File: config.mk
export PLATFORM = sky130hd
export DESIGN_NAME = gerador_verificador
export DESIGN_NICKNAME = d
export VERILOG_FILES = /design/src/rtl/gerador_verificador.sv
export SDC_FILE = /design/constraint.sdc
export NUM_CORES = 1
export LEC_CHECK = 0
export ABC_CLOCK_PERIOD_IN_PS = 1700
export CAP_MARGIN = 0
export CORE_MARGIN = 2
export CORE_UTILIZATION = 45
export CTS_BUF_LIST = sky130_fd_sc_hd__clkbuf_4
export CTS_CLUSTER_SIZE = 12
export DETAILED_ROUTE_END_ITERATION = 10
export GPL_ROUTABILITY_DRIVEN = 0
export GPL_TIMING_DRIVEN = 0
export PLACE_DENSITY = 0.84
export RECOVER_POWER = 100
export SLEW_MARGIN = 5
export SYNTH_ARGS = -nofsm -noshare
export SYNTH_HDL_FRONTEND = slang
export SYNTH_SLANG_ARGS = --single-unit
File: constraint.sdc
create_clock -name clk -period 1.7 [get_ports clk]
set_input_delay 0.34 -clock clk [delete_from_list [all_inputs] [get_ports clk]]
set_output_delay 0.34 -clock clk [all_outputs]
set_load 0.005 [all_outputs]
File: src/rtl/gerador_verificador.sv
// Exhaustive test-vector generator and checker for an external WIDTH-bit equality comparator.
// Sweeps every {a,b} pair once per start, counts mismatches and records the first failing vector.
module gerador_verificador #(
  parameter int WIDTH = 2
) (
  input  logic                 clk,
  input  logic                 rst,
  input  logic                 start,
  input  logic                 y_in,
  output logic [WIDTH-1:0]     a_out,
  output logic [WIDTH-1:0]     b_out,
  output logic                 busy,
  output logic                 done,
  output logic                 pass,
  output logic [2*WIDTH:0]     err_count,
  output logic [2*WIDTH-1:0]   first_fail,
  output logic [1:0]           o_dbg_state
);

  localparam int VW = 2 * WIDTH;
  localparam logic [VW-1:0] LAST_VEC = '1;

  typedef enum logic [1:0] {
    IDLE = 2'd0,
    RUN  = 2'd1,
    DONE = 2'd2
  } state_t;

  state_t          r_state;
  state_t          w_next;
  logic [VW-1:0]   r_vec;
  logic [VW:0]     r_err;
  logic [VW-1:0]   r_first;
  logic            r_seen;
  logic            r_busy;
  logic            r_done;
  logic            r_pass;
  logic            w_expected;
  logic            w_mismatch;
  logic [VW:0]     w_err_next;
  logic            w_enter_run;

  // start is only honoured outside RUN, so a sweep can never be restarted or stretched.
  always_comb begin
    w_next = r_state;
    case (r_state)
      IDLE:    if (start) w_next = RUN;
      RUN:     if (r_vec == LAST_VEC) w_next = DONE;
      DONE:    if (start) w_next = RUN;
      default: w_next = IDLE;
    endcase
  end

  assign w_expected  = (r_vec[VW-1:WIDTH] == r_vec[WIDTH-1:0]);
  assign w_mismatch  = (r_state == RUN) && (y_in != w_expected);
  assign w_err_next  = r_err + {{VW{1'b0}}, w_mismatch};
  assign w_enter_run = (r_state != RUN) && (w_next == RUN);

  always_ff @(posedge clk) begin
    if (rst) begin
      r_state <= IDLE;
      r_vec   <= '0;
      r_err   <= '0;
      r_first <= '0;
      r_seen  <= 1'b0;
      r_busy  <= 1'b0;
      r_done  <= 1'b0;
      r_pass  <= 1'b0;
    end else begin
      r_state <= w_next;
      r_busy  <= (w_next == RUN);
      r_done  <= (w_next == DONE);
      // In DONE no mismatch is counted, so w_err_next equals the held count.
      r_pass  <= (w_next == DONE) && (w_err_next == '0);
      if (w_enter_run) begin
        r_vec   <= '0;
        r_err   <= '0;
        r_first <= '0;
        r_seen  <= 1'b0;
      end else if (r_state == RUN) begin
        r_err <= w_err_next;
        if (w_mismatch && !r_seen) begin
          r_first <= r_vec;
          r_seen  <= 1'b1;
        end
        if (r_vec != LAST_VEC) r_vec <= r_vec + VW'(1);
      end
    end
  end

  assign a_out       = r_vec[VW-1:WIDTH];
  assign b_out       = r_vec[WIDTH-1:0];
  assign busy        = r_busy;
  assign done        = r_done;
  assign pass        = r_pass;
  assign err_count   = r_err;
  assign first_fail  = r_first;
  assign o_dbg_state = r_state;

endmodule

* Yosys cells after proc, flatten, opt, wreduce, memory -nomap -nowiden
Cells that the tools add are included.
** Word-level totals
- Flip-flop bits (word level) :: 19
- Input port bits :: 4
- Output and inout port bits :: 18
- Word-level logic and storage cells :: 33
** Operators by class
- Add/subtract/negate cells :: 2
- Eq/ne operators :: 9
- Mux-type cells :: 3
- Reduce and logical (&&, ||, !) cells :: 11
** Operator list (number)
- adder 5 x 1 -> 5 bit :: 1
- logical NOT 5 bit :: 1
- adder 4 x 1 -> 4 bit, second input constant :: 1
- == test 2 x 1 -> 1 bit, second input constant :: 2
- == test 2 bit, second input constant :: 2
- == test 4 bit, second input constant :: 1
- logical AND 1 bit :: 4
- 2-to-1 mux 2 bit :: 2
- != test 4 bit, second input constant :: 1
- case mux 2 bit (2 select lines) :: 1
- AND reduction 2 bit :: 2
- OR reduction 2 bit :: 2
- == test 2 bit :: 1
- logical NOT 2 bit :: 1
- != test 2 x 1 -> 1 bit, second input constant :: 1
- logical NOT 1 bit :: 1
- != test 1 bit :: 1

* Longest topological paths before layout
Gate-level depths: netlist (run 1).
- Depth after elaboration :: 6
- Mapped depth :: 10
- Mapped depth without buffers :: 9

* Least setup slack after synthesis (run 1)
No wires, ideal clock.
- Path kind :: reg2reg
- Start :: register r_vec[2]
- End :: register r_pass, in the netlist pass
- Library setup time :: 0.060 ns
- Arrival time :: 1.753 ns
- Required time :: 1.640 ns
- Setup slack :: -0.113 ns
- Stages on the path, launching flop included :: 10
- Path buffers :: 1
- Period minus slack after synthesis :: 1.813 ns
- Cells stage by stage :: dfxtp_1 buf_2 xor2_1 nor2_1 xnor2_1 nor2_1 ha_1 ha_1 nor3_1 and3_1
** On the way
- Longest elaborated chain between the ends :: 6
- Elaborated cells between the ends (all ways) :: 10
- Classes of those cells :: add/sub (1); eq/ne (4); mux (2); reduce/logical (3)
** Ends and longest elaborated chain
- start, declared :: line 31 : logic [VW-1:0] r_vec;
- start signal, assigned :: line 86 : if (r_vec != LAST_VEC) r_vec <= r_vec + VW'(1);
- == test 2 bit :: line 54 : assign w_expected = (r_vec[VW-1:WIDTH] == r_vec[WIDTH-1:0]);
- != test 1 bit :: line 55 : assign w_mismatch = (r_state == RUN) && (y_in != w_expected);
- logical AND 1 bit :: line 55
- adder 5 x 1 -> 5 bit :: line 56 : assign w_err_next = r_err + {{VW{1'b0}}, w_mismatch};
- net w_err_next[1] :: line 40 : logic [VW:0] w_err_next;
- logical NOT 5 bit :: line 74 : r_pass <= (w_next == DONE) && (w_err_next == '0);
- logical AND 1 bit :: line 74
- end signal, assigned :: line 74
- end, declared :: line 37 : logic r_pass;
The timed path passes the listed nets, and every way through them passes these cells.
A chain may end at the register's enable or synchronous reset.

* Worst setup path in the final report (run 1)
- Start :: register r_vec[2]
- End :: register r_err[3], in the netlist err_count[3]
** On the way
- Longest elaborated chain between the ends :: 6
- Elaborated cells between the ends (all ways) :: 10
- Classes of those cells :: add/sub (1); eq/ne (4); mux (2); reduce/logical (3)
** Ends and longest elaborated chain
- == test 4 bit :: line 48 : RUN: if (r_vec == LAST_VEC) w_next = DONE;
- 2-to-1 mux 2 bit :: line 48
- case mux 2 bit (2 select lines) :: line 46 : case (r_state)
- == test 2 x 1 -> 1 bit :: line 57 : assign w_enter_run = (r_state != RUN) && (w_next == RUN);
- logical AND 1 bit :: line 57
- OR reduction 2 bit (no line)
- end signal, assigned :: line 81 : r_err <= w_err_next;
- end, declared :: line 32 : logic [VW:0] r_err;
Parallel ways exist; a longest one is shown, timed or not.

==> metrics.txt, run 1 <==
slew at the pin closest to its max-slew limit=0.419 ns; CP Launch Point=r_vec[2]; Setup Skew=0.00773 ns; IO Count=22; Req. time, crit path=1.94 ns; post-synth top area cell=dfxtp_1; Sink Count=19; placed instance area=0.00115 mm2; Min-Delay Path Class=flip-flop to flip-flop; port buffer count=21; Crit. End Element=flip-flop; Final Cell Area=0.00126 mm2; antenna-violating nets left=0; slowest stage delay, CP=0.37 ns; Worst slew margin=0.721; critical path class=flip-flop to flip-flop; Final Hold Viols=0; WL/cell=13.9 um; fin crit share=1.05; Reg area=397 um2; cts-stage hold buffer count=0; Initial Util=0.493; initial antenna violation count=0; synth cell count leaders=dfxtp_1 (19), nor2_1 (12), a21oi_1 (10); CP arrival=2.04 ns; overall die height=48.2 um; Die Footprint=0.00232 mm2; CTS tree=done; number of antenna diodes=0; clock root cell=clkbuf_4; syn_nets=109; most numerous cell in the Yosys netlist=dfxtp_1; Setup WS pre-CTS=-0.336 ns; hold path endpoint=first_fail[1]; worst hold slack=0.471 ns; ordered cell list for the critical path=xor2_2 -> nor2_1 -> xnor2_1 -> nor2_1 -> ha_2 -> nand3_2 -> or3_1 -> a21oi_2; total congestion overflow=0; fill cell count=134; Most common cell on crit path=nor2_1; Nets=139; Seq/Total Area, Yosys=0.432; CP max stage cell=dfxtp_4; post-synthesis async set-or-reset flop share=0; die width=48.2 um; Buf/Inv on CP=0; hold depth=2; Syn Inst Count=102; clock buffer count from CTS=3; worst skew pair latency=0.30 ns; clk slew on worst S/H paths=0.12 ns; failing checks=setup timing; r2r setup slk=-0.09 ns; drt drc=0; HPWL Detailed=1.43 mm; Pins Over Slew Limit=0; largest net degree at the start of global routing=11; clk buf depth=2; multi-input logic area=523 um2; via count=854; Synth cell types=28; worst-path fanout max=3; Post-synth EDFFs=0; share of layout cells above drive strength 1=0.229; TNS Setup=-0.148 ns; Total GRT Usage=0.219; DR pass1 iterations=5; global-route wire length before repair=3.48 mm; number of global-route vias before repair=789; Cell Area, Synth=880 um2; Worst path top cell family by delay=simple AND/OR/NAND/NOR gates; Syn. warnings=0; hold path start=first_fail[1]; initial drt markers=18; Leakage Power=0.000463 uW; power per cell area=646 mW/mm2; Final setup violation count=3; Final Critical Period=1.79 ns; reg2reg path depth=8; Final Worst Setup Slack=-0.0933 ns; outcome=finished with violations; largest cells by area after synthesis=dfxtp_1 (43%), xnor2_1 (6.0%), a21oi_1 (5.7%); Pwr Total=814 uW; worst vdd ir=0.000522 V; Avg Cell Area, Syn=8.62 um2; Reg-to-Reg End=err_count[3]; Max Cap Viol=0; htree depth=1; vias per cell=5.47; unrepaired setup endpoints after global routing=true; synthesis-to-layout area growth=43.2%; WL final=2.17 mm; std cell rows=15; RR Startpoint=r_vec[2]; startpoint types=flip-flop; core area=0.00178 mm2; Synth top area share=0.432; FF+latch count, synth=19; ys flop type=dfxtp_1; max frequency=558 MHz
## worst max path at each step
| stage | end | cells past startpoint |
|---|---|---|
| 4_1_cts | err_count[3] | 8 |
| 3_5_place_dp | pass | 7 |
| 2_1_floorplan | pass | 9 |
| 5_1_grt | err_count[3] | 8 |
| 6_report | err_count[3] | 8 |
| 3_3_place_gp | pass | 7 |
## cells in the final DEF, fill, tap and decap left out, types with 2 or more instances in the layout
cell type,instances
a21oi_1,8
a21oi_2,2
and3_1,2
buf_2,2
buf_4,5
clkbuf_4,4
clkdlybuf4s50_1,20
dfxtp_1,14
dfxtp_4,4
nand2_1,5
nand2_2,2
nand3_1,8
nand4_1,2
nor2_1,12
nor3_1,2
o21ai_0,5
or3_1,2
xnor2_1,6
xor2_1,3
xor2_2,2
## area by class of cell
type / instances / area share
buffer: 3 / 0.0109
multi-input combinational: 77 / 0.415
timing repair buffer: 27 / 0.208
sequential: 19 / 0.315
tap: 25 / 0.0248
clock buffer: 4 / 0.0238
inverter: 1 / 0.00298
## registers in the layout (all words and copies together) (netlist names)
signal,flops
r_seen,1
o_dbg_state,2
err_count,5
pass,1
busy,1
done,1
r_vec,4
first_fail,4
## worst reg2reg max path, stage by stage, from the launching register on
cell	delay, ns
dfxtp_4	0.37
xor2_2	0.17
nor2_1	0.14
xnor2_1	0.12
nor2_1	0.12
ha_2	0.23
nand3_2	0.10
or3_1	0.34
a21oi_2	0.16
## logic make-up (layout without fill, tap and decap cells)
kind of cell,Yosys count,in the layout,synth area share
AND/OR/NAND/NOR,43,43,0.243
buffers and inverters,6,35,0.0384
XOR/XNOR,11,11,0.110
flip-flops,19,19,0.432
AO/OA/AOI/OAI,20,20,0.134
adder cells (fa/ha/maj),3,3,0.0427
## power breakdown
group / leakage, uW / switching, uW / internal (uW)
Clock: 0.0000184 / 147 / 107
Combinational: 0.000287 / 57.5 / 46.8
Sequential: 0.000157 / 6.71 / 449
Total: 0.000463 / 211 / 603
## layer usage
| layer | vias to the layer above | GRT usage | part of all wire |
|---|---|---|---|
| li1 | 413 | - | - |
| met1 | 393 | 0.261 | 0.42 |
| met2 | 37 | 0.347 | 0.49 |
| met3 | 11 | 0.0481 | 0.049 |
| met4 | 0 | 0.151 | 0.040 |
| met5 | - | 0 | 0 |
## through the flow
step / instances / utilization
floorplan: 102 / -
global placement: 148 / 0.645
detailed placement: 148 / 0.645
CTS: 156 / 0.695
global route: 156 / 0.707
finish: 156 / 0.707
## what timing repair did
item	4_1_cts	5_1_grt
pin swaps	8	6
setup endpoints to repair	5	11
gates resized for setup	8	7
buffers inserted	6	0
(Power assumes the default switching activity.)
==> run 2, diff against run 1 <==
--- a/config.mk
+++ b/config.mk
@@ -15,7 +15,6 @@
 export GPL_ROUTABILITY_DRIVEN = 0
 export GPL_TIMING_DRIVEN = 0
 export PLACE_DENSITY = 0.84
-export RECOVER_POWER = 100
 export SLEW_MARGIN = 5
 export SYNTH_ARGS = -nofsm -noshare
 export SYNTH_HDL_FRONTEND = slang
==> results of run 2 <==
No change in the layout: final DEF, timing and power equal those of run 1.
==> run 3, diff against run 2 <==
--- a/config.mk
+++ b/config.mk
@@ -19,3 +19,4 @@
 export SYNTH_ARGS = -nofsm -noshare
 export SYNTH_HDL_FRONTEND = slang
 export SYNTH_SLANG_ARGS = --single-unit
+export TNS_END_PERCENT = 30
==> run 3 against run 2 <==
The run still ends with setup timing left; die area unchanged; first-iteration DRC count increased by 33%; sequential cell count unchanged; count of clock-buffer cells in the layout unchanged; core utilization decreased by 0.35 points; final cell count unchanged; fmax decreased by 0.58%; clock skew about the same; power increased by 0.10%; clock power about the same; critical endpoint unchanged.
==> metrics.txt, run 3 (synthesis gave the netlist of run 1 again) <==
Req. time, crit path=1.95 ns; placed instance area=0.00115 mm2; synthesis-to-layout area growth=42.5%; overall die height=48.2 um; core area=0.00178 mm2; Nets=139; TNS Setup=-0.208 ns; cts-stage hold buffer count=0; clk buf depth=2; clk slew on worst S/H paths=0.12 ns; Reg-to-Reg End=err_count[3]; Total GRT Usage=0.219; CP arrival=2.05 ns; max FFs per register=5; die width=48.2 um; startpoint types=flip-flop; number of global-route vias before repair=789; outcome=finished with violations; HPWL Detailed=1.43 mm; RR Startpoint=r_vec[2]; clock root cell=clkbuf_4; vias per cell=5.42; unrepaired setup endpoints after global routing=true; Final Cell Area=0.00125 mm2; drt drc=0; fin crit share=1.06; global-route wire length before repair=3.48 mm; failing checks=setup timing; initial antenna violation count=0; Final Worst Setup Slack=-0.104 ns; reg2reg path depth=8; Post-Layout Cell Count=156; worst-path fanout max=3; worst skew pair latency=0.31 ns; Sink Count=19; port buffer count=21; Leakage Power=0.000462 uW; via count=845; initial drt markers=24; htree depth=1; power per cell area=650 mW/mm2; std cell rows=15; Final setup violation count=3; commonest non-fill, non-tap cells in the layout=clkdlybuf4s50_1 (20), dfxtp_1 (14), nor2_1 (12); largest net degree at the start of global routing=11; Initial Util=0.493; leading cell type in the layout, fill and taps excluded=clkdlybuf4s50_1; max frequency=554 MHz; slew at the pin closest to its max-slew limit=0.416 ns; fill cell count=134; r2r setup slk=-0.10 ns; DR pass1 iterations=4; CTS tree=done; total congestion overflow=0; clock buffer count from CTS=3; Final Critical Period=1.80 ns; Setup Skew=0.00737 ns; WL final=2.19 mm; Die Footprint=0.00232 mm2; share of layout cells above drive strength 1=0.214; Setup WS pre-CTS=-0.336 ns; Pins Over Slew Limit=0; WL/cell=14.0 um; worst vdd ir=0.000501 V; antenna-violating nets left=0; IO Count=22; Min-Delay Path Class=flip-flop to flip-flop; number of antenna diodes=0; hold path start=first_fail[1]; placed cell count=148; critical path class=flip-flop to flip-flop; hold path endpoint=first_fail[1]; Worst slew margin=0.722; Final Hold Viols=0; Crit. End Element=flip-flop; Max Cap Viol=0; hold depth=2
## run 3: cell count changes in the layout (fill, tap and decap cells not counted)
cell / change
a21oi_1: +1
a21oi_2: -1
nand2_1: +1
nand2_2: -1
## run 3: how the worst max path moves through the flow
stage | start | end | slack [ns] | cells after the start
2_1_floorplan | r_vec[2] | pass | -0.01 | 9
3_3_place_gp | y_in | pass | -0.33 | 7
5_1_grt | r_vec[2] | err_count[3] | -0.17 | 8
4_1_cts | r_vec[3] | err_count[3] | -0.11 | 8
3_5_place_dp | y_in | pass | -0.34 | 7
6_report | r_vec[2] | err_count[3] | -0.10 | 8
## run 3: metrics by stage
step | utilization | total power, uW | hold slack [ns]
after floorplan | - | 525 | 0.412
after global placement | 0.645 | 559 | 0.455
after detailed placement | 0.645 | 563 | 0.460
after CTS | 0.695 | 805 | 0.474
after global routing | 0.703 | 847 | 0.501
final | 0.703 | 815 | 0.471
## run 3: per-layer routing
metal | global-route usage | wire (um) | vias to the layer above | share of wire
met5 | 0 | 0 | - | 0
met4 | 0.151 | 78 | 0 | 0.036
met3 | 0.0481 | 75 | 9 | 0.034
met2 | 0.347 | 1090 | 27 | 0.50
met1 | 0.261 | 947 | 396 | 0.43
li1 | - | - | 413 | -
## run 3: worst max-delay path: stages, from the launching register on
cell and delay (ns):
dfxtp_4 0.37, xor2_2 0.17, nor2_1 0.14, xnor2_1 0.13
nor2_1 0.12, ha_2 0.22, nand3_2 0.10, or3_1 0.34
a21oi_2 0.16
## run 3: layout make-up
class                           count  area [um2]  share of cell area
Buffer                              3        13.8              0.0110
Clock buffer                        4        30.0              0.0240
Inverter                            1        3.75             0.00299
Multi-Input combinational cell     77         517               0.412
Sequential cell                    19         397               0.316
Tap cell                           25        31.3              0.0250
Timing Repair Buffer               27         262               0.209
## run 3: what timing repair did
action / 4_1_cts / 5_1_grt
resized for setup: 8 / 5
pin swaps: 8 / 6
setup buffers: 6 / 0
endpoints found under the setup margin: 5 / 11
## run 3: where the power goes
part / leakage [uW] / internal, uW / switching, uW
Sequential: 0.000157 / 449 / 6.77
Clock: 0.0000184 / 108 / 148
Combinational: 0.000286 / 46.7 / 57.4
